## src/rtl/lc3_pkg.sv

```systemverilog
// Shared opcode, state and datapath-select encodings for the LC-3 control sequencer.
package lc3_pkg;

    localparam logic [3:0] OP_BR   = 4'b0000;
    localparam logic [3:0] OP_ADD  = 4'b0001;
    localparam logic [3:0] OP_LD   = 4'b0010;
    localparam logic [3:0] OP_ST   = 4'b0011;
    localparam logic [3:0] OP_AND  = 4'b0101;
    localparam logic [3:0] OP_NOT  = 4'b1001;
    localparam logic [3:0] OP_JMP  = 4'b1100;
    localparam logic [3:0] OP_TRAP = 4'b1111;

    typedef enum logic [2:0] {
        FETCH,
        DECODE,
        EXEC_ALU,
        EXEC_PC,
        MEM_RD,
        MEM_WR,
        HALT
    } state_t;

    localparam logic [1:0] PC_SEL_INC  = 2'd0;
    localparam logic [1:0] PC_SEL_REL  = 2'd1;
    localparam logic [1:0] PC_SEL_BASE = 2'd2;

    localparam logic [1:0] ALU_ADD  = 2'd0;
    localparam logic [1:0] ALU_AND  = 2'd1;
    localparam logic [1:0] ALU_NOT  = 2'd2;
    localparam logic [1:0] ALU_PASS = 2'd3;

endpackage

```

## src/rtl/lc3_control_fsm_mem_wait_timer.sv

```systemverilog
// Saturating wait counter for memory requests; expired flags the last permitted wait cycle.
module mem_wait_timer #(
    parameter int unsigned MEM_TIMEOUT = 16,
    parameter int unsigned TIMER_W     = 5
) (
    input  logic clk,
    input  logic rst_n,
    input  logic clr,
    input  logic en,
    output logic expired
);

    localparam logic [TIMER_W-1:0] LIMIT = TIMER_W'(MEM_TIMEOUT - 1);

    logic [TIMER_W-1:0] count;

    always_ff @(posedge clk) begin
        if (!rst_n || clr) begin
            count <= '0;
        end else if (en && (count != '1)) begin
            count <= count + 1'b1;
        end
    end

    // count holds the number of earlier stalled cycles, so LIMIT marks the MEM_TIMEOUT-th one
    assign expired = (MEM_TIMEOUT != 0) && (count == LIMIT);

endmodule

```

## src/rtl/lc3_control_fsm.sv

```systemverilog
// Multi-cycle LC-3 sequencer: fetch, decode, execute/memory, writeback, with sticky halt causes.
module lc3_control_fsm
    import lc3_pkg::*;
#(
    parameter int unsigned MEM_TIMEOUT = 16,
    parameter int unsigned TIMER_W     = 5
) (
    input  logic        CLK,
    input  logic        RESET_N,
    input  logic [15:0] IR,
    input  logic [2:0]  NZP,
    input  logic        MEM_READY,
    output logic        IR_LE,
    output logic        PC_LE,
    output logic [1:0]  PC_SEL,
    output logic        RD_LE,
    output logic        REG_Control,
    output logic [1:0]  ALU_OP,
    output logic        ALU_B_IMM,
    output logic        CC_LE,
    output logic        MEM_REQ,
    output logic        MEM_WE,
    output logic        ADDR_SEL,
    output logic        HALTED,
    output logic        ILLEGAL,
    output logic        BUS_ERR
);

    state_t     state, state_next;
    logic       illegal_q, bus_err_q;
    logic       set_illegal, set_bus_err;
    logic       timer_clr, timer_en, timer_expired;
    logic [3:0] op;

    assign op = IR[15:12];

    mem_wait_timer #(
        .MEM_TIMEOUT (MEM_TIMEOUT),
        .TIMER_W     (TIMER_W)
    ) u_timer (
        .clk     (CLK),
        .rst_n   (RESET_N),
        .clr     (timer_clr),
        .en      (timer_en),
        .expired (timer_expired)
    );

    always_ff @(posedge CLK) begin
        if (!RESET_N) begin
            state     <= FETCH;
            illegal_q <= 1'b0;
            bus_err_q <= 1'b0;
        end else begin
            state <= state_next;
            if (set_illegal) illegal_q <= 1'b1;
            if (set_bus_err) bus_err_q <= 1'b1;
        end
    end

    always_comb begin
        state_next  = state;
        set_illegal = 1'b0;
        set_bus_err = 1'b0;
        timer_clr   = 1'b1;
        timer_en    = 1'b0;
        IR_LE       = 1'b0;
        PC_LE       = 1'b0;
        PC_SEL      = PC_SEL_INC;
        RD_LE       = 1'b0;
        REG_Control = 1'b0;
        ALU_OP      = ALU_ADD;
        ALU_B_IMM   = 1'b0;
        CC_LE       = 1'b0;
        MEM_REQ     = 1'b0;
        MEM_WE      = 1'b0;
        ADDR_SEL    = 1'b0;

        unique case (state)
            FETCH: begin
                MEM_REQ   = 1'b1;
                timer_clr = MEM_READY;
                timer_en  = !MEM_READY;
                if (MEM_READY) begin
                    IR_LE      = 1'b1;
                    PC_LE      = 1'b1;
                    PC_SEL     = PC_SEL_INC;
                    state_next = DECODE;
                end else if (timer_expired) begin
                    set_bus_err = 1'b1;
                    state_next  = HALT;
                end
            end

            DECODE: begin
                unique case (op)
                    OP_ADD, OP_AND, OP_NOT: state_next = EXEC_ALU;
                    OP_BR, OP_JMP:          state_next = EXEC_PC;
                    OP_LD:                  state_next = MEM_RD;
                    OP_ST:                  state_next = MEM_WR;
                    OP_TRAP:                state_next = HALT;
                    default: begin
                        set_illegal = 1'b1;
                        state_next  = HALT;
                    end
                endcase
            end

            EXEC_ALU: begin
                RD_LE      = 1'b1;
                CC_LE      = 1'b1;
                state_next = FETCH;
                if (op == OP_NOT) begin
                    ALU_OP = ALU_NOT;
                end else begin
                    ALU_OP    = (op == OP_AND) ? ALU_AND : ALU_ADD;
                    ALU_B_IMM = IR[5];
                end
            end

            EXEC_PC: begin
                state_next = FETCH;
                if (op == OP_JMP) begin
                    PC_LE  = 1'b1;
                    PC_SEL = PC_SEL_BASE;
                end else begin
                    PC_LE  = |(IR[11:9] & NZP);
                    PC_SEL = PC_SEL_REL;
                end
            end

            MEM_RD, MEM_WR: begin
                MEM_REQ   = 1'b1;
                MEM_WE    = (state == MEM_WR);
                ADDR_SEL  = 1'b1;
                timer_clr = MEM_READY;
                timer_en  = !MEM_READY;
                if (MEM_READY) begin
                    if (state == MEM_RD) begin
                        RD_LE       = 1'b1;
                        REG_Control = 1'b1;
                        CC_LE       = 1'b1;
                    end
                    state_next = FETCH;
                end else if (timer_expired) begin
                    set_bus_err = 1'b1;
                    state_next  = HALT;
                end
            end

            HALT: state_next = HALT;

            default: state_next = FETCH;
        endcase

        // Strobes are forced low combinationally so a reset mid-request drops MEM_REQ immediately
        if (!RESET_N) begin
            IR_LE       = 1'b0;
            PC_LE       = 1'b0;
            PC_SEL      = '0;
            RD_LE       = 1'b0;
            REG_Control = 1'b0;
            ALU_OP      = '0;
            ALU_B_IMM   = 1'b0;
            CC_LE       = 1'b0;
            MEM_REQ     = 1'b0;
            MEM_WE      = 1'b0;
            ADDR_SEL    = 1'b0;
        end
    end

    assign HALTED  = (state == HALT);
    assign ILLEGAL = illegal_q;
    assign BUS_ERR = bus_err_q;

endmodule

```

## config.mk

```make
export PLATFORM = sky130hd
export DESIGN_NAME = lc3_control_fsm
export DESIGN_NICKNAME = d
export VERILOG_FILES = /design/src/rtl/lc3_pkg.sv /design/src/rtl/lc3_control_fsm_mem_wait_timer.sv /design/src/rtl/lc3_control_fsm.sv
export SDC_FILE = /design/constraint.sdc
export NUM_CORES = 1
export LEC_CHECK = 0
export CORE_ASPECT_RATIO = 0.9
export CORE_MARGIN = 5
export CORE_UTILIZATION = 42
export DETAILED_ROUTE_END_ITERATION = 10
export GPL_TIMING_DRIVEN = 0
export PLACE_DENSITY_LB_ADDON = 0.3
export SYNTH_ARGS = -nofsm -noshare
export SYNTH_HDL_FRONTEND = slang
export SYNTH_SLANG_ARGS = --single-unit
export TNS_END_PERCENT = 10
```

## constraint.sdc

```tcl
create_clock -name CLK -period 3.1 [get_ports CLK]
set_input_delay 0.775 -clock CLK [delete_from_list [all_inputs] [get_ports CLK]]
set_output_delay 0.775 -clock CLK [all_outputs]
set_load 0.02 [all_outputs]
```

==> run summary, run 1 <==
The flow ran to the end, and the final reports show no timing, DRC or antenna violations. Setup repair after global routing left no endpoint under its margin. The max-slew violation count was 0.

The tools report the worst setup slack after layout as 0.1261 ns. The share of the clock period used by the worst path came out at 95.93%. For flop-to-flop paths, the worst setup slack is 1.38 ns.

After detailed routing, the number of remaining DRC violations is 0. The setup slack after placement is -0.3158 ns. The tools report the final number of hold-violating endpoints as 0. For the pin with the worst max-slew slack, the measured transition is 0.2665 ns. The initial antenna violation count is 0. The number of cell rows was 14.

The clock net in this run drives a total of 10 sinks. The count of buffers added on input and output ports is 29. The path class of the tightest hold or removal check is register to register. Number of cells on the critical path: 6.

The peak per-stage delay on the critical path came out at 0.48 ns. The via count normalized by instance count came out at 5.096. Setup violations remaining at the end of the flow were counted as 0. Counting cells, the worst reg-to-reg path comes to 6. STA classifies the critical path endpoint as an output pin. Summing all flip-flop and latch instances after layout gives 200.2 um^2. The final setup skew was 0.003527 ns; the count of nets after finishing was 148. The critical path goes through clkdlybuf4s50_1 -> buf_2 -> nor2b_2 -> nand2_1 -> nor2_1 -> dlygate4sd2_1.

Global routing consumed, over all layers together, 15.26% of the routing resources. The clock latency on the worst-skew pair is 0.26 ns, and the netlist area before placement is 738.2 um^2. In the final routed layout, each cell accounts on average for 12.36 um.

The critical path endpoint was REG_Control. Measured against its own limit, the worst slew margin works out to 82.23%. In the layout the commonest cells are sky130_fd_sc_hd__clkdlybuf4s50_1 (17), sky130_fd_sc_hd__nor2_1 (13), sky130_fd_sc_hd__dfxtp_1 (10), sky130_fd_sc_hd__dlygate4sd2_1 (10), sky130_fd_sc_hd__nand2_1 (5). Clock-pin slew was measured on the worst setup and hold paths at 0.07 ns. The area of the die was 2697 um^2. The worst register-to-register path begins at u_timer.count[0].

The worst setup path is launched from a primary input. The number of global-route vias before repair was 726. TritonCTS built the clock tree. With fillers left out, the area of the finished cells amounts to 1082 um^2. The final route contains 744 vias. The filler cells instantiated in the layout total 153. For this block, the initial DRC count from the detailed router was 23. Pin count of the biggest net entering global routing: 11.

For the worst setup path, the data arrival time is 2.20 ns. Summed over all cells, the static leakage comes to 0.4779 nW. Cells fill 65.04% of the core in the end. The area added between synthesis and finish came out at 46.61%. Of all flip-flops after synthesis, the portion carrying an async set or reset was 0%. Summed over all nets, the half-perimeter wirelength after detailed placement is 1466 um.

Derived from the worst setup path, the maximum achievable clock frequency is 336.3 MHz. The total overflow left after global routing is 0. For the finished layout, the period the worst path requires is 2.974 ns.

In this run the power density over the cells is 342.5 nW/um^2. The register bit total from synthesis is 10. The launching instance or port of the critical path was RESET_N.

The cell family contributing the most delay on the critical path is buffers and inverters. The height of the die works out to 49.77 um. Yosys mapped a number of flops with a built-in enable equal to 0. The leading register cell type out of synthesis was sky130_fd_sc_hd__dfxtp_1. Of all nets on the critical path, the largest fanout is 10. Setup total negative slack on the finished layout was measured at 0 ns.

The multi-input combinational cells in the finished layout cover a total of 498.0 um^2. The tools report the required time of the critical path as 2.32 ns. Summing all placed instances gives a cell area of 1059 um^2. The run gives 89 as the number of standard cells after synthesis.

The run gives 38 as the count of boundary I/O pins. The number of levels in the clock H-tree was 1; the width of the chip was 54.19 um. The mean area per synthesized cell is 8.294 um^2. The post-synthesis cell type count came out at 41. The number of antenna diodes in the final layout is 0. The initial utilization of the core area, before any placement, comes to 44.36%. TritonCTS created 3 clock buffers. The number of detailed-route iterations in the first pass is 4, and the hold-fix buffer count after cts is 0. The share of post-route cells with drive strength above 1 was 15.57%; the number of warning messages in the yosys log was 0.

The logs give 3118 um for the global-route wire length before repair and 1804 um for the post-detailed-routing wire length. The placeable core region was 1664 um^2. The maximum buffer depth of the clock tree was 2. On the final layout, the worst hold slack is 0.4654 ns. Total power after layout: 370.7 uW. The tree is rooted in a sky130_fd_sc_hd__clkbuf_4.

The number of antenna-violating nets in the routed design was 0. The largest individual stage delay along the critical path comes from the cell sky130_fd_sc_hd__clkdlybuf4s50_1. At the end of routability-driven placement, the weighted congestion stood at 0.7268. The most common cell after layout, fill and taps aside was sky130_fd_sc_hd__clkdlybuf4s50_1. The number of setup buffers added after CTS is 0. Once placement completed, the tool counted placed cells totaling 142. Together, buffers and inverters on the worst path number 3.

The run gives 0.2781 mV as the peak ir drop on the vdd network. The number of nets in the synthesized netlist is 114. The worst setup path is of the primary input to output pin kind. The tools report the number of maximum-capacitance violations as 0.

The finished layout holds 146 standard cells, fillers aside. Summing the sequential cell areas from Yosys gives 27.12% of the chip area. Critical register-to-register path endpoint: state[1].
## synth_stat cells (2+ instances only)
master,number,area (um^2)
sky130_fd_sc_hd__a21oi_1,3,15.01
sky130_fd_sc_hd__and3_1,2,12.51
sky130_fd_sc_hd__buf_2,2,10.01
sky130_fd_sc_hd__buf_4,2,15.01
sky130_fd_sc_hd__dfxtp_1,10,200.2
sky130_fd_sc_hd__ha_1,3,37.54
sky130_fd_sc_hd__inv_1,3,11.26
sky130_fd_sc_hd__mux2i_1,3,30.03
sky130_fd_sc_hd__nand2_1,5,18.77
sky130_fd_sc_hd__nand2b_1,3,18.77
sky130_fd_sc_hd__nand4b_1,2,17.52
sky130_fd_sc_hd__nand4bb_1,2,22.52
sky130_fd_sc_hd__nor2_1,13,48.80
sky130_fd_sc_hd__nor2b_1,3,18.77
sky130_fd_sc_hd__nor3_1,2,10.01
sky130_fd_sc_hd__o21ai_0,2,10.01
sky130_fd_sc_hd__o2bb2ai_1,2,17.52
sky130_fd_sc_hd__or2_2,2,12.51
sky130_fd_sc_hd__xor2_1,3,26.28
## report_power, final
part,switching [mW],internal [mW],total [mW]
Clock,0.0460,0.0713,0.117
Sequential,0.00491,0.135,0.140
Combinational,0.0544,0.0588,0.113
## worst register-to-register path, cell delays in order (launching register included)
cell and delay [ns]:
sky130_fd_sc_hd__dfxtp_1 0.37, sky130_fd_sc_hd__ha_1 0.17, sky130_fd_sc_hd__and3_1 0.20, sky130_fd_sc_hd__ha_1 0.17
sky130_fd_sc_hd__or3b_2 0.46, sky130_fd_sc_hd__nor2_1 0.16, sky130_fd_sc_hd__o31a_1 0.15
## flip-flops by register name, summed over array words and instances (netlist names)
signal,count
ILLEGAL,1
BUS_ERR,1
u_timer.count,5
state,3
## what timing repair did
action                                 CTS  global route
endpoints found under the hold margin    0             0
setup endpoints to repair               12             2
resized for setup                       13             4
## area by class of cell
type,instances,area share [%]
buffer,5,3.353
clock buffer,4,3.353
inverter,3,1.040
multi-input combinational,71,46.01
sequential,10,18.50
tap,24,2.775
timing repair buffer,29,24.97
## cell families after synthesis
kind of cell / after synthesis / synth area share (%)
AND/OR/NAND/NOR: 43 / 35.26
multiplexers: 3 / 4.068
XOR/XNOR: 4 / 4.747
AO/OA/AOI/OAI: 18 / 17.29
flip-flops: 10 / 27.12
buffers and inverters: 8 / 6.440
adder cells (fa/ha/maj): 3 / 5.085
## worst min-delay path by stage
stage / cells past startpoint / end / startpoint
4_1_cts: 2 / ILLEGAL / ILLEGAL
2_1_floorplan: 2 / u_timer.count[3] / u_timer.count[3]
5_1_grt: 1 / BUS_ERR / BUS_ERR
3_3_place_gp: 1 / BUS_ERR / BUS_ERR
6_report: 2 / ILLEGAL / ILLEGAL
3_5_place_dp: 2 / ILLEGAL / ILLEGAL
## metal layers
layer  vias up  track usage (%)  share of wire (%)  wire length (um)
li1        386                -                  -                 -
met4         0            6.224                1.9                34
met1       329            20.44                 45               813
met3         6            3.313                5.1                92
met5         -                0                  0                 0
met2        23            23.11                 48               863
(Power assumes the default switching activity.)
==> run 2, diff against run 1 <==
--- a/config.mk
+++ b/config.mk
@@ -10,7 +10,7 @@
 export CORE_UTILIZATION = 42
 export DETAILED_ROUTE_END_ITERATION = 10
 export GPL_TIMING_DRIVEN = 0
-export PLACE_DENSITY_LB_ADDON = 0.3
+export PLACE_DENSITY = 0.84
 export SYNTH_ARGS = -nofsm -noshare
 export SYNTH_HDL_FRONTEND = slang
 export SYNTH_SLANG_ARGS = --single-unit
==> run 2 against run 1 <==
Net effect:
- worst hold slack gained 0.0042 ns
- die area is the same
- largest cell class unchanged
- power is essentially flat
- critical path type unchanged
- worst setup slack lost 0.0041 ns
==> run summary, run 2 (same netlist as run 1, synthesis figures left out) <==
From synthesis to final layout, the design area changed by 46.95%. Share of post-route cells with drive strength above 1: 13.93%. After detailed routing, the average wire length per cell comes to 12.77 um. The worst reg-to-reg path cell count came out at 6. In this run the critical register-to-register path is captured at state[1]. Traced cell by cell, the critical path runs through clkdlybuf4s50_1 -> buf_2 -> nor3b_1 -> buf_4 -> dlygate4sd2_1. The DRC violations left is 0, and the final setup skew is 0.0006085 ns. The total clock buffers created by CTS came out at 3. Together, buffers and inverters on the worst path number 4. The clock drives 10 sinks. The detail route stage leaves a number of antenna-violating nets equal to 0. The worst path uses 96.06% of the clock period.

The register with the most flip-flops in the final layout is u_timer.count. Launching instance or port of the critical path: RESET_N. The peak ir drop on the vdd network came out at 0.2070 mV. The first global-routing pass estimated 3001 um of wire. The detailed router finished its first iteration with 19 violations.

CTS root buffer: sky130_fd_sc_hd__clkbuf_4. Setup violations remaining at the end of the flow were counted as 0. Buffers added to address setup during post-CTS repair amount to 0. For the max-slew violation count, the log shows 0.

TritonCTS built the clock tree. The worst setup slack after layout was 0.1220 ns. The flip-flop count of the largest register after layout works out to 5. The clock period minus worst slack was 2.978 ns. No sink is reached through more buffers than the 2 on the longest clock path.

The final hold slack was 0.4696 ns; the setup slack after placement was -0.2521 ns. Power density over the cells: 342.0 nW/um^2. For this run, the total global-route usage over all layers was measured as 14.95%.

The tools report the final number of hold-violating endpoints as 0. The logs give 2.32 ns for the required time of the critical path and 1085 um^2 for the post-route standard cell area excluding fillers. The number of levels in the clock H-tree is 1, and the static leakage is 0.5000 nW.

Kind of critical path: primary input to output pin. Peak per-stage delay on the critical path: 0.49 ns. The worst hold path begins at ILLEGAL. The tools report the hold-fix buffer count after cts as 0. The category of the worst setup path launch point was a primary input.

The library cell used most frequently in the layout, excluding fill and tap cells, is sky130_fd_sc_hd__clkdlybuf4s50_1. Post-CTS repair changed the size of 12 cells. Setup repair after global routing left no endpoint under its margin. The number of cell rows is 14, and the pin count of the biggest net entering global routing is 11.

The worst setup path is captured at an output pin. The tools report the global-route congestion overflow total as 0. The worst register-to-register path begins at u_timer.count[0].

The number of global-route vias before repair is 705, and the initial antenna violation count is 0. In the final design database the tool counted 148 nets. The run finished with clean final reports. The path class of the tightest hold or removal check is register to register.

Of all nets on the critical path, the largest fanout is 10. In the layout the commonest cells are sky130_fd_sc_hd__clkdlybuf4s50_1 (16), sky130_fd_sc_hd__nor2_1 (13), sky130_fd_sc_hd__dfxtp_1 (10), sky130_fd_sc_hd__dlygate4sd2_1 (10), sky130_fd_sc_hd__nand2_1 (5). The largest registers in the layout are u_timer.count: 5 flops, state: 3 flops. The tool flagged a number of max-cap violations equal to 0. The clock transition at the register clock pins on the worst setup and hold paths after CTS was 0.07 ns; the initial core utilization was 44.36%. For the worst setup path, the data arrival time is 2.20 ns. In this run the tightest slew margin relative to its limit is 82.04%.

The clock reaches the later pin of the worst-skew pair after 0.27 ns. The via count normalized by instance count came out at 5.171. The tools report the end point of the worst hold path as ILLEGAL. For the number of antenna diodes, the log shows 0. The setup check on the worst reg-to-reg path leaves a slack of 1.38 ns. Based on the critical path, the design can be clocked at up to 335.8 MHz.

The width of the chip is 54.19 um, and the number of stages on the worst hold path is 2. The wire-length estimate of the detail-placed layout is 1501 um. Grouping stages by cell kind, the critical path spends the most delay in buffers and inverters. The run gives 1664 um^2 as the placeable core region. For this design, the slowest cell found on the critical path is sky130_fd_sc_hd__clkdlybuf4s50_1. Once layout is complete, the utilization of the core stands at 65.19%. Detailed routing inserted a total of 755 vias. For this block, the routed nets add up to 1865 um of wire. Number of detailed-route iterations in the first pass: 4. The die is 49.77 um tall.

The worst-margin pin slew is 0.2694 ns. During placement, the flow inserted port buffers numbering 29. For this design the top-level I/O count stands at 38. For the global placer's final weighted congestion, the log shows 0.7576. After routing, the total negative slack on setup checks comes to 0 ns.

The die covers 2697 um^2. Summing all placed instances gives a cell area of 1059 um^2.
run 2: changes by cell type in the layout (fill, tap and decap cells not counted), sizes merged:
cell           delta
dlymetal6s2s      +2
buf               -1
clkdlybuf4s50     -1
run 2: area by class of cell:
cell class                      count  area (um^2)
Buffer                              5        36.28
Clock buffer                        4        36.28
Fill cell                         155        579.3
Inverter                            3        11.26
Multi-Input combinational cell     71        493.0
Sequential cell                    10        200.2
Tap cell                           24        30.03
Timing Repair Buffer               29        277.8
run 2: worst max-delay path by stage:
stage          slack, ns          end  depth (start not counted)
6_report            0.12        RD_LE                          5
5_1_grt            0.003  REG_Control                          6
3_5_place_dp       -0.25        RD_LE                          6
4_1_cts             0.02        IR_LE                          4
2_1_floorplan       0.53        RD_LE                          4
3_3_place_gp       -0.25        RD_LE                          6
run 2: worst reg2reg max path: stages (launching register included):
cell	delay, ns
sky130_fd_sc_hd__dfxtp_1	0.38
sky130_fd_sc_hd__ha_1	0.18
sky130_fd_sc_hd__and3_1	0.18
sky130_fd_sc_hd__ha_1	0.16
sky130_fd_sc_hd__or3b_2	0.46
sky130_fd_sc_hd__nor2_1	0.17
sky130_fd_sc_hd__o31a_1	0.15
run 2: through the flow:
| step | std cells | power, mW |
|---|---|---|
| after global placement | 142 | 0.2567 |
| final | 146 | 0.3710 |
| after floorplan | 89 | 0.2109 |
| after detailed placement | 142 | 0.2591 |
| after CTS | 146 | 0.3766 |
| after global routing | 146 | 0.3952 |
run 2: routing by layer:
metal,routed length [um],GRT usage (%),up-vias
met5,0,0,-
met4,23,7.469,0
met3,190,4.217,4
met2,885,23.90,25
met1,766,17.67,344
li1,-,-,382
run 2: report_power, final:
group | total, mW | internal (mW) | switching [mW]
logic | 0.112 | 0.0587 | 0.0537
clock network | 0.118 | 0.0714 | 0.0465
registers | 0.141 | 0.135 | 0.00533
